**config.mk**
```make
export PLATFORM = sky130hd
export DESIGN_NAME = mux_scan_sequencer
export DESIGN_NICKNAME = d
export VERILOG_FILES = /design/src/rtl/mux_scan_sequencer.sv
export SDC_FILE = /design/constraint.sdc
export NUM_CORES = 1
export LEC_CHECK = 0
export BUFFER_PORTS_ARGS = -buffer_cell sky130_fd_sc_hd__clkbuf_2
export CAP_MARGIN = 40
export CELL_PAD_IN_SITES_DETAIL_PLACEMENT = 1
export CELL_PAD_IN_SITES_GLOBAL_PLACEMENT = 1
export CORE_AREA = 4 4 55 57
export DETAILED_ROUTE_END_ITERATION = 10
export DIE_AREA = 0 0 59 61
export PLACE_DENSITY_LB_ADDON = 0.1
export SKIP_CTS_REPAIR_TIMING = 1
export SYNTH_ARGS = -nofsm -noshare
export SYNTH_HDL_FRONTEND = slang
export SYNTH_SLANG_ARGS = --single-unit
```
**constraint.sdc**
```tcl
create_clock -name clk -period 4.4 [get_ports clk]
set_input_delay 0.44 -clock clk [delete_from_list [all_inputs] [get_ports clk]]
set_output_delay 0.44 -clock clk [all_outputs]
set_load 0.05 [all_outputs]
```
**src/rtl/mux_scan_sequencer.sv**
```systemverilog
// Scan sequencer for a 2**SEL_W-to-1 mux: steps the select lines through every
// channel, holds each for DWELL cycles, samples the mux output on the final
// dwell cycle and hands the assembled frame downstream on a valid/ready pair.
//
// state | meaning
// ------+--------------------------------------------------------------
// IDLE  | waiting for start; sel parked at 0, no frame on offer
// SCAN  | walking sel through channels, sampling y at end of each dwell
// DONE  | frame_valid high, frame/sel frozen until out_ready
module mux_scan_sequencer #(
    parameter int SEL_W = 2,
    parameter int DWELL = 2
) (
    input  logic                    clk,
    input  logic                    rst,
    input  logic                    start,
    input  logic                    continuous,
    input  logic                    y,
    output logic [SEL_W-1:0]        sel,
    output logic [(2**SEL_W)-1:0]   frame,
    output logic                    frame_valid,
    input  logic                    out_ready,
    output logic                    busy
);

    localparam int NUM_CH = 2**SEL_W;
    localparam logic [7:0]       CNT_LAST = 8'(DWELL - 1);
    localparam logic [SEL_W-1:0] SEL_LAST = SEL_W'(NUM_CH - 1);

    typedef enum logic [1:0] {
        ST_IDLE = 2'd0,
        ST_SCAN = 2'd1,
        ST_DONE = 2'd2
    } state_t;

    state_t              state_q;
    logic [7:0]          cnt_q;
    logic [SEL_W-1:0]    sel_q;
    logic [NUM_CH-1:0]   cap_q;
    logic [NUM_CH-1:0]   cap_d;
    logic [NUM_CH-1:0]   frame_q;
    logic                valid_q;

    // Shadow capture with the current channel's bit replaced by live y; used
    // both for the per-channel update and for the final frame on the last channel.
    always_comb begin
        cap_d        = cap_q;
        cap_d[sel_q] = y;
    end

    // Sequencer FSM; all outputs except busy are registered.
    always_ff @(posedge clk) begin
        if (rst) begin
            state_q <= ST_IDLE;
            cnt_q   <= '0;
            sel_q   <= '0;
            cap_q   <= '0;
            frame_q <= '0;
            valid_q <= 1'b0;
        end else begin
            case (state_q)
                ST_IDLE: begin
                    sel_q   <= '0;
                    valid_q <= 1'b0;
                    if (start) begin
                        state_q <= ST_SCAN;
                        cnt_q   <= '0;
                        cap_q   <= '0;
                    end
                end
                ST_SCAN: begin
                    if (cnt_q == CNT_LAST) begin
                        cnt_q <= '0;
                        cap_q <= cap_d;
                        if (sel_q == SEL_LAST) begin
                            frame_q <= cap_d;
                            valid_q <= 1'b1;
                            sel_q   <= '0;
                            state_q <= ST_DONE;
                        end else begin
                            sel_q <= sel_q + 1'b1;
                        end
                    end else begin
                        cnt_q <= cnt_q + 8'd1;
                    end
                end
                ST_DONE: begin
                    // valid_q is always set here, so out_ready alone completes the handshake
                    if (out_ready) begin
                        valid_q <= 1'b0;
                        sel_q   <= '0;
                        if (continuous) begin
                            state_q <= ST_SCAN;
                            cnt_q   <= '0;
                            cap_q   <= '0;
                        end else begin
                            state_q <= ST_IDLE;
                        end
                    end
                end
                default: begin
                    state_q <= ST_IDLE;
                end
            endcase
        end
    end

    assign sel         = sel_q;
    assign frame       = frame_q;
    assign frame_valid = valid_q;
    assign busy        = (state_q != ST_IDLE);

endmodule
```
; Word-level counts from Yosys, hierarchy flattened
; Cells that the tools add are included.
[word_totals]
output_inout_bits = 8
elab_cells = 56
memories = 0
latch_bits = 0
mem_bits_ro = 0
ramBits = 0
regBits = 21
inputBits = 6
[classes]
magnitude_cmp = 2
n_bitwise = 0
muxes = 27
n_reduce_logical = 10
n_eq_ne = 9
n_div = 0
n_mul = 0
n_shift = 0
addsub = 2
[op_table]
columns = cell, count
row1 = $mux 8, 4
row2 = $pmux 8 s3, 1
row3 = $mux 4, 4
row4 = $mux 2, 7
row5 = $pmux 2 s3, 2
row6 = $pmux 4 s3, 1
row7 = $reduce_and 4->1, 3
row8 = $ne 2x2->1 const B, 5
row9 = $add 8x1->8 const B, 1
row10 = $eq 8x1->1 const B, 1
row11 = $reduce_and 3->1, 2
row12 = $mux 1, 5
row13 = $reduce_and 5->1, 1
row14 = $bwmux 4, 1
row15 = $eq 2x2->1 const B, 2
row16 = $lt 2x3->1 const B, 1
row17 = $pmux 1 s3, 1
row18 = $reduce_bool 3->1, 1
row19 = $add 2x1->2 const B, 1
row20 = $demux 1 s2, 1
row21 = $eq 2x1->1 const B, 1
row22 = $ge 2x1->1 const B, 1
row23 = $logic_not 2->1, 1
row24 = $reduce_bool 2->1, 1
row25 = $logic_and 1x1->1, 1

; Longest topological paths before layout
; Gate-level depths: netlist of run 1.
[logic_depth]
depth_word = 7
ltp_mapped = 8
mapped_depth_nobuf = 6

; Worst setup path after synthesis of run 1
; OpenSTA, ideal clock, no wires.
[synth_path]
path_type = reg2reg
from = reg cnt_q[0]
to = reg cap_q[1]
arrival_time_ps = 1797
stages_incl_launch_ff = 8
setup_slack_ps = 2471
t_required_ps = 4267
period_less_slack_ps = 1929
path_buffers = 2
setup_ps = 133
path_cell_list = dfxtp_1 > ha_1 > or4b_1 > clkbuf_2 > o21ai_0 > o21a_1 > buf_4 > o221ai_1
[synth_via]
elab_chain_cells = 3
[synth_lines]
columns = item, line
row1 = start: declaration, 37  ; logic [7:0] cnt_q;
row2 = start signal: assignment, 84  ; cnt_q <= cnt_q + 8'd1;
row3 = $eq 8x1->1, 72  ; if (cnt_q == CNT_LAST) begin
row4 = $ne 2x2->1 (no source line), n/a
row5 = $reduce_and 5->1 (no source line), n/a
row6 = end signal: assignment, 74  ; cap_q <= cap_d;
row7 = end: declaration, 39  ; logic [NUM_CH-1:0] cap_q;
; Every way passes these cells.
; A chain may end at the register's enable or synchronous reset.

; Final worst setup path of run 1
[layout_path]
from = reg cnt_q[0]
to = reg cap_q[2]
; The elaborated chain is that of the path after synthesis.

==> results.md, run 1 <==
- Vias per inst: 5.509
- Final setup viols: 0
- Core area: 2477 sq um
- Layout cell share with drive strength beyond 1: 0.1387
- Via count: 920
- Sequential area share after synthesis: 0.3734
- Clk pin slew, worst setup/hold paths: 0.11 ns
- Leakage: 0.4115 nW
- Die H: 61 um
- Routed len/inst: 14.82 um
- Final worst path period share: 0.5021
- Cell area after synthesis: 1072 sq um
- Overflow left after global routing: 0
- Post-Syn Instances: 128
- Die W: 59 um
- Max-Cap Viols: 0
- M1 GR Usage: 0.2000
- Area Overhead vs Synth: 8.752%
- Slowest-stage cell, CP: or4b_1
- HPWL after DPL: 1924 um
- RSZ-0062 raised after global routing: no
- Max H-tree Level: 1
- Count of cell types in the netlist: 38
- Total CTS buffers: 3
- GPL Wtd Cong: 0.8241
- CP Cell Sequence: ha_1 > or4b_1 > o21ai_0 > o21a_1 > o221ai_1
- Worst Skew: 0.007326 ns
- Final Slew Violations: 0
- M2 GR Usage: 0.2492
- Residual DRC: 0
- CP Data Required Time: 4.57 ns
- Port buffer count: 13
- Setup TNS: 0 ns
- Clk buf depth: 2
- DRT Pass-1 Iters: 4
- Crit path time final: 2.209 ns
- EDFF count, synth: 0
- Antenna violations before repair: 0
- #FFs+latches synth: 20
- Clock latency on the worst-skew pair: 0.30 ns
- Prevailing post-synth register cell: dfxtp_1
- # IOs: 14
- Status: completed
- Post-Syn Nets: 140
- Worst Tran Pin Value: 0.5359 ns
- Crit end category: register
- 1st-iter DRT viols: 27
- Routed Antenna Nets: 0
- Top Usage Layer GRT: met2
- Synth warnings: 0
- Pwr Total: 0.0003144 W
- Asr flop ratio synth: 0
- # nets final: 151
- Syn avg cell area: 8.377 sq um
- Post-Route Utilization: 0.4707
- Power Density: 269.6 nW/um^2
- Initial Util: 0.4328
- Clock sinks: 20
- DIE AREA: 3599 sq um
- Achievable Freq: 452.7 MHz
- FP Rows: 18
- GRT Total Usage: 0.1507
- Fin. Hold Viols: 0
- Vias in the first global route: 863
- Met3 Use GR: 0.03830
- Arrival time at the worst endpoint: 2.38 ns
- Max transition margin: 0.6400
- First-pass GRT wire length: 4071 um
- CTS tree: built
- N_diodes: 0
- Crit path kind: reg2reg
- Final WL: 2475 um
- Root Driver: clkbuf_4
- Peak VDD IR: 0.2422 mV
- Hold Crit Class: in2reg
- Largest net degree at the start of global routing: 14
- Crit path largest cell delay: 0.56 ns
- Crit start category: register
- Hold_ws: 0.4732 ns
- Critical path fanouts, max: 10
-- worst paths after layout --
| check | startpoint | endpoint | slack [ns] | cells after the start |
|---|---|---|---|---|
| setup / recovery | cnt_q[0] | cap_q[2] | 2.19 | 5 |
| hold / removal | y | frame[0] | 0.47 | 3 |
| setup reg to reg | cnt_q[0] | cap_q[2] | 2.19 | 5 |
| hold reg to reg | frame[1] | frame[1] | 0.51 | 2 |
-- where the power goes --
group	internal, W	leakage (nW)	switching, W
logic	0.0000132	0.236	0.0000243
registers	0.000185	0.162	0.00000613
clock network	0.0000319	0.0138	0.0000541
total	0.000230	0.412	0.0000845
-- area by class of cell --
| class | instances | area (sq um) |
|---|---|---|
| fill | 313 | 1311 |
| tap | 30 | 37.54 |
| clock buffer | 3 | 22.52 |
| sequential | 20 | 400.4 |
| multi-input combinational | 92 | 606.8 |
| inverter | 9 | 33.78 |
| timing repair buffer | 13 | 65.06 |
-- per-stage QoR --
step / instance area, sq um / setup WS [ns] / cells
detailed placement: 1144 / 2.171 / 164
finish: 1166 / 2.191 / 167
floorplan: 1072 / 2.471 / 128
CTS: 1166 / 2.155 / 167
global route: 1166 / 2.019 / 167
global placement: 1144 / 2.260 / 164
-- flip-flops by register name, indices dropped and copies added (netlist names) --
| register | cells |
|---|---|
| state_q | 2 |
| cnt_q | 8 |
| cap_q | 3 |
| frame_valid | 1 |
| frame | 4 |
| sel | 2 |
-- cells in the final DEF (no fill, tap or decap), drive strengths merged, types with 4 or more instances in the layout --
| cell type | count |
|---|---|
| a21oi | 6 |
| clkbuf | 16 |
| dfxtp | 20 |
| ha | 6 |
| inv | 9 |
| nand2 | 7 |
| nand2b | 4 |
| nand3 | 8 |
| nor2 | 18 |
| xnor2 | 5 |
-- cells in the mapped netlist, types with 2 or more instances --
library cell | count | share of area
o21a_1 | 2 | 0.014
mux2i_1 | 2 | 0.019
o21ai_0 | 2 | 0.0093
and3b_1 | 2 | 0.016
inv_1 | 9 | 0.032
clkbuf_1 | 4 | 0.014
a21oi_1 | 6 | 0.028
nor2_1 | 18 | 0.063
a211oi_1 | 2 | 0.014
nand3_1 | 8 | 0.037
nor3_1 | 3 | 0.014
nand2_1 | 7 | 0.025
or3_1 | 2 | 0.012
ha_1 | 6 | 0.070
xnor2_1 | 5 | 0.041
a311oi_1 | 3 | 0.025
o31ai_1 | 2 | 0.014
o221ai_1 | 3 | 0.025
nand2b_1 | 4 | 0.023
dfxtp_1 | 20 | 0.37
-- worst max-delay path, delay by kind of cell, from the launching register on --
family	cells	cell delay, ns
flip-flops	1	0.44
AND/OR/NAND/NOR	1	0.56
AO/OA/AOI/OAI	3	0.92
adder cells (fa/ha/maj)	1	0.17
-- layer usage --
| layer | wire length, um | vias to the layer above |
|---|---|---|
| li1 | - | 464 |
| met1 | 1262 | 438 |
| met2 | 1084 | 16 |
| met3 | 105 | 2 |
| met4 | 22 | 0 |
| met5 | 0 | - |
-- kinds of logic after synthesis --
family          Yosys count  synth area share
fa+ha+maj                 6           0.07001
xor+xnor                  5           0.04084
flops                    20            0.3734
mux                       2           0.01867
compound gates           24            0.1564
buf+inv                  16           0.06067
simple gates             55            0.2801
Note: power is estimated with default switching activity, not from simulation.
==> run 2: changes to the inputs <==
Settings changed: ABC_AREA set to 1, CORE_AREA 4 4 55 57 to 4 4 86 48, DIE_AREA 0 0 59 61 to 0 0 90 52.
Clock period 4.4 ns to 1.9 ns, I/O delays scaled along.
==> results.md, run 2 <==
- Power Density: 755.1 nW/um^2 (+180%)
- Peak VDD IR: 0.3599 mV (+49%)
- # nets final: 202 (+34%)
- Largest register FFs: 8 (unchanged)
- Post-Synth XOR/XNOR Area: 0 (-0.04084)
- Final WL: 3184 um (+29%)
- Largest family of logic cells by synthesized area: simple AND/OR/NAND/NOR gates
- Initial Util: 0.3533 (-0.07953)
- CP Cell Sequence: o21ai_2 > nand3_2 > nor2_1 > nand2_1 > nand2_1 > nor2_1
- Crit start category: register
- 1st-iter DRT viols: 47 (+74%)
- Hold_ws: 0.2777 ns (-0.1955 ns)
- Die W: 90 um (+53%)
- Top cell type's share of synthesized area: 0.3582 (-0.01519)
- Vias in the first global route: 1,116 (+29%)
- Clock latency on the worst-skew pair: 0.26 ns (-0.04 ns)
- Pwr Total: 0.0009958 W (+220%)
- Clock sinks: 21 (+5.0%)
- Routed len/inst: 13.78 um (-7.0%)
- Vias per inst: 4.887 (-11%)
- DIE AREA: 4680 sq um (+30%)
- CP Data Required Time: 2.06 ns (-2.51 ns)
- Total CTS buffers: 3 (unchanged)
- Core area: 3322 sq um (+34%)
- Setup TNS: 0 ns (unchanged)
- Delay-heaviest family, CP: simple AND/OR/NAND/NOR gates
- Clk buf depth: 2 (unchanged)
- Clk pin slew, worst setup/hold paths: 0.08 ns (-0.03 ns)
- Critical path buffers and inverters: 0 (unchanged)
- Achievable Freq: 697.6 MHz (+54%)
- Worst Tran Pin Value: 0.4112 ns (-0.1248 ns)
- Overflow left after global routing: 0 (unchanged)
- Layout cell share with drive strength beyond 1: 0.1534 (+0.01475)
- Final worst path period share: 0.7545 (+0.2525)
- Antenna violations before repair: 0 (unchanged)
- Post-Syn Nets: 186 (+33%)
- GRT Total Usage: 0.1537 (+0.002989)
- Cell area after synthesis: 1174 sq um (+9.5%)
- Final Slew Violations: 0 (unchanged)
- Port buffer count: 13 (unchanged)
- Post-Syn Instances: 174 (+36%)
- Post-synth top area cell: dfxtp_1
- N_diodes: 0 (unchanged)
- Leakage: 0.6541 nW (+59%)
- Most common library cells after synthesis: 38 x nand2_1, 26 x nor2_1, 24 x inv_1
- CTS tree: built
- Die H: 52 um (-15%)
- Max H-tree Level: 1 (unchanged)
- Crit path largest cell delay: 0.37 ns (-0.19 ns)
- Asr flop ratio synth: 0 (unchanged)
- FP Rows: 15 (-3)
- Synth Area in Adders: 0.06397 (-0.006046)
- Synth warnings: 0 (unchanged)
- Hold Crit Class: in2reg
- HPWL after DPL: 2559 um (+33%)
- RSZ-0062 raised after global routing: no
- Routed Antenna Nets: 0 (unchanged)
- Fin. Hold Viols: 0 (unchanged)
- First-pass GRT wire length: 5609 um (+38%)
- Multiplexer share of the synthesized area: 0 (-0.01867)
- DRT Pass-1 Iters: 4 (unchanged)
- Most common cell after layout, fill and taps aside: nand2_1
- Crit end category: register
- Prevailing post-synth register cell: dfxtp_1
- Most frequent cell after synthesis: nand2_1
- Post-synthesis compound-gate area fraction: 0.1141 (-0.04229)
- EDFF count, synth: 0 (unchanged)
- Area contributors post-synth: dfxtp_1 36%, nand2_1 12%, nor2_1 8.3%, inv_1 7.7%, nand3_1 6.8%
- Count of cell types in the netlist: 22 (-42%)
- Max transition margin: 0.7258 (+0.08582)
- Slowest-stage cell, CP: o21ai_2
- Arrival time at the worst endpoint: 1.59 ns (-0.79 ns)
- Via count: 1,129 (+23%)
- GPL Wtd Cong: 0.7836 (-4.9%)
- Biggest register: cnt_q
- Root Driver: clkbuf_8
- Crit path time final: 1.434 ns (-0.7755 ns)
- #FFs+latches synth: 21 (+5.0%)
- Syn avg cell area: 6.745 sq um (-19%)
- Synth Area in Simple Gates: 0.3550 (+0.07496)
- Final setup viols: 0 (unchanged)
- Crit path kind: reg2reg
- # IOs: 14 (unchanged)
- Critical path fanouts, max: 8 (-2)
- Max-Cap Viols: 0 (unchanged)
- Status: completed
- Largest net degree at the start of global routing: 14 (unchanged)
- Area Overhead vs Synth: 12.37%
- Residual DRC: 0 (unchanged)
- Worst Skew: 0.003710 ns (-0.003615 ns)
- Sequential area share after synthesis: 0.3582 (-0.01519)
- Commonest non-fill, non-tap cells in the layout: 38 x nand2_1, 26 x nor2_1, 24 x inv_1
run 2: through the flow:
stage | cells | instance area [sq um] | util | worst slack [ns]
final | 231 | 1319 | 0.3970 | 0.4664
after global routing | 231 | 1319 | 0.3970 | 0.3463
after CTS | 231 | 1319 | 0.3970 | 0.4567
after detailed placement | 227 | 1272 | 0.3831 | 0.4906
after global placement | 227 | 1272 | 0.3831 | 0.5482
after floorplan | 174 | 1174 | - | 0.4213
run 2: cell families (layout without fill, tap and decap cells):
logic type / count (synthesis) / in the layout
buffers and inverters: 30 / 45
DFF: 21 / 21
and+or+nand+nor: 93 / 93
AOI/OAI and AO/OA: 24 / 24
adders and majority gates: 6 / 6
run 2: power breakdown:
part	switching (W)	leakage, nW	internal [W]
combinational	0.000160	0.458	0.0000641
clock	0.000150	0.0255	0.000146
sequential	0.0000177	0.170	0.000457
total	0.000328	0.654	0.000668
run 2: layout make-up:
cell class                 count  area [sq um]
fill                         445          2003
multi-input combinational    123         625.6
sequential                    21         420.4
inverter                      27         101.3
timing repair buffer          14         72.57
tap                           42         52.55
clock buffer                   3         41.29
clock inverter                 1         5.005
run 2: worst register-to-register path: cells and delay by family (launching register included):
| kind | cells | cell delay, ns |
|---|---|---|
| AND/OR/NAND/NOR | 5 | 0.64 |
| flip-flops | 1 | 0.33 |
| AO/OA/AOI/OAI | 1 | 0.37 |
run 2: path summary, 6_finish.rpt:
| kind | cells after the start | slack, ns | from | endpoint |
|---|---|---|---|---|
| setup / recovery | 6 | 0.47 | state_q[0] | cnt_q[7] |
| hold / removal | 4 | 0.28 | out_ready | state_q[1] |
| setup reg to reg | 6 | 0.47 | state_q[0] | cnt_q[7] |
| hold reg to reg | 2 | 0.47 | frame_valid | frame_valid |
run 2: metal layers:
metal | global-route usage | part of all wire | vias to the layer above
met3 | 0.04191 | 0.046 | 2
met2 | 0.2262 | 0.39 | 18
li1 | - | - | 577
met5 | 0 | 0 | -
met4 | 0.03046 | 0.0044 | 0
met1 | 0.2233 | 0.56 | 532
==> run 3: changes to the inputs <==
Settings changed: CORE_AREA 4 4 86 48 to 4 4 82 46, DIE_AREA 0 0 90 52 to 0 0 86 50.
Clock period 1.9 ns to 1.5 ns, I/O delays scaled along.
==> results.md, run 3 (synthesized netlist as in run 2, its figures left out) <==
- Status: completed
- Layout cell share with drive strength beyond 1: 0.1832 (+0.02981)
- Worst Tran Pin Value: 0.3336 ns (-0.07756 ns)
- Most frequent CP cell: nor2_1
- Arrival time at the worst endpoint: 1.50 ns (-0.09 ns)
- Largest register FFs: 8 (unchanged)
- Biggest register: cnt_q
- Critical path fanouts, max: 7 (-1)
- Clock latency on the worst-skew pair: 0.26 ns (about the same)
- HPWL after DPL: 2364 um (-7.6%)
- CTS tree: built
- Worst R2R Setup Slack: 0.16 ns (-0.30 ns)
- Most common cell after layout, fill and taps aside: nand2_1
- Hold_ws: 0.2376 ns (-0.04013 ns)
- GRT Total Usage: 0.1537 (about the same)
- 1st-iter DRT viols: 62 (+32%)
- Sw Pwr: 0.0004038 W (+23%)
- # nets final: 204 (+0.99%)
- Achievable Freq: 748.4 MHz (+7.3%)
- Clk network pwr share: 0.301 (+0.003)
- Max H-tree Level: 1 (unchanged)
- Finished Layout Cells: 231 (unchanged)
- Area Overhead vs Synth: 13.97%
- Clk pin slew, worst setup/hold paths: 0.08 ns (about the same)
- Slowest-stage cell, CP: dfxtp_1
- Fin. Hold Viols: 0 (unchanged)
- CP Cell Sequence: inv_2 > nor2_2 > inv_1 > nor2_1 > nand2_2 > o21bai_1 > nor2_1
- RSZ-0062 raised after global routing: no
- Crit end category: register
- Max transition margin: 0.7752 (+0.04939)
- Crit path kind: reg2reg
- Vias in the first global route: 1,183 (+6.0%)
- Final Slew Violations: 0 (unchanged)
- Final setup viols: 0 (unchanged)
- Final WL: 2924 um (-8.2%)
- N_diodes: 0 (unchanged)
- Crit path time final: 1.336 ns (-0.09742 ns)
- CP Data Required Time: 1.66 ns (-0.40 ns)
- Die H: 50 um (-3.8%)
- Int Pwr: 0.0008582 W (+29%)
- Worst Skew: 0.004392 ns (+0.0006819 ns)
- # IOs: 14 (unchanged)
- Largest net degree at the start of global routing: 14 (unchanged)
- Root Driver: clkbuf_8
- Commonest non-fill, non-tap cells in the layout: 37 x nand2_1, 25 x nor2_1, 23 x inv_1
- Routed Antenna Nets: 0 (unchanged)
- Total CTS buffers: 3 (unchanged)
- Vias per inst: 4.797 (-1.9%)
- Leakage: 0.6593 nW (+0.80%)
- Overflow left after global routing: 0 (unchanged)
- Die W: 86 um (-4.4%)
- FP Rows: 14 (-1)
- Antenna violations before repair: 0 (unchanged)
- Core area: 2960 sq um (-11%)
- Power Density: 943.6 nW/um^2 (+25%)
- Crit path largest cell delay: 0.37 ns (about the same)
- Via count: 1,108 (-1.9%)
- Placed cells: 227 (unchanged)
- Hold Crit Class: in2reg
- Crit start category: register
- Peak VDD IR: 0.4609 mV (+28%)
- Sequential power share: 0.477 (about the same)
- Clk buf depth: 2 (unchanged)
- First-pass GRT wire length: 5306 um (-5.4%)
- Residual DRC: 0 (unchanged)
- Initial Util: 0.3964 (+0.04315)
- Setup TNS: 0 ns (unchanged)
- Comb power frac: 0.223 (-0.002)
- Clock sinks: 21 (unchanged)
- Port buffer count: 13 (unchanged)
- GPL Wtd Cong: 0.7598 (-3.0%)
- Final worst path period share: 0.8908 (+0.1363)
- Routed len/inst: 12.66 um (-8.2%)
- DIE AREA: 4300 sq um (-8.1%)
- Net Sw Frac: 0.3200 (-0.009412)
- DRT Pass-1 Iters: 4 (unchanged)
- Max-Cap Viols: 0 (unchanged)
run 3: cell type report:
class                      count  area [sq um]
fill                         414          1623
multi-input combinational    123         630.6
timing repair buffer          16         87.58
inverter                      27         101.3
sequential                    21         422.9
tap                           40         50.05
clock buffer                   4         45.04
run 3: power groups by stage:
stage / logic, W / registers [W] / clock network (W)
6_report: 0.000281 / 0.000602 / 0.000379
3_5_place_dp: 0.000280 / 0.000615 / 0
2_1_floorplan: 0.000188 / 0.000643 / 0
5_1_grt: 0.000318 / 0.000607 / 0.000424
4_1_cts: 0.000282 / 0.000601 / 0.000398
3_3_place_gp: 0.000276 / 0.000613 / 0
run 3: worst max-delay path, delay by kind of cell, from the launching register on:
kind	cells	cell delay (ns)
simple gates	4	0.52
flops	1	0.37
buf+inv	2	0.17
compound gates	1	0.17
run 3: path summary, 6_finish.rpt:
kind,to,depth (start not counted),start
worst max-delay path,frame[0],7,state_q[0]
worst max register to register,frame[0],7,state_q[0]
worst min-delay path,state_q[1],4,out_ready
worst min register to register,frame_valid,2,frame_valid
run 3: routing by layer:
layer,part of all wire,GRT usage,wire [um],vias to the layer above
li1,-,-,-,587
met1,0.52,0.1996,1511,511
met2,0.46,0.2596,1336,8
met3,0.024,0.04493,69,2
met4,0.0021,0.01579,6,0
met5,0,0,0,-
run 3: metrics by stage:
step                total power, W  utilization  setup WS (ns)  cell area [sq um]
global placement         0.0008888       0.4341         0.1367               1285
floorplan                0.0008306            -        0.02127               1174
detailed placement       0.0008947       0.4341         0.1005               1285
global route              0.001348       0.4518        0.02261               1338
finish                    0.001262       0.4518         0.1639               1338
CTS                       0.001281       0.4493        0.06840               1330
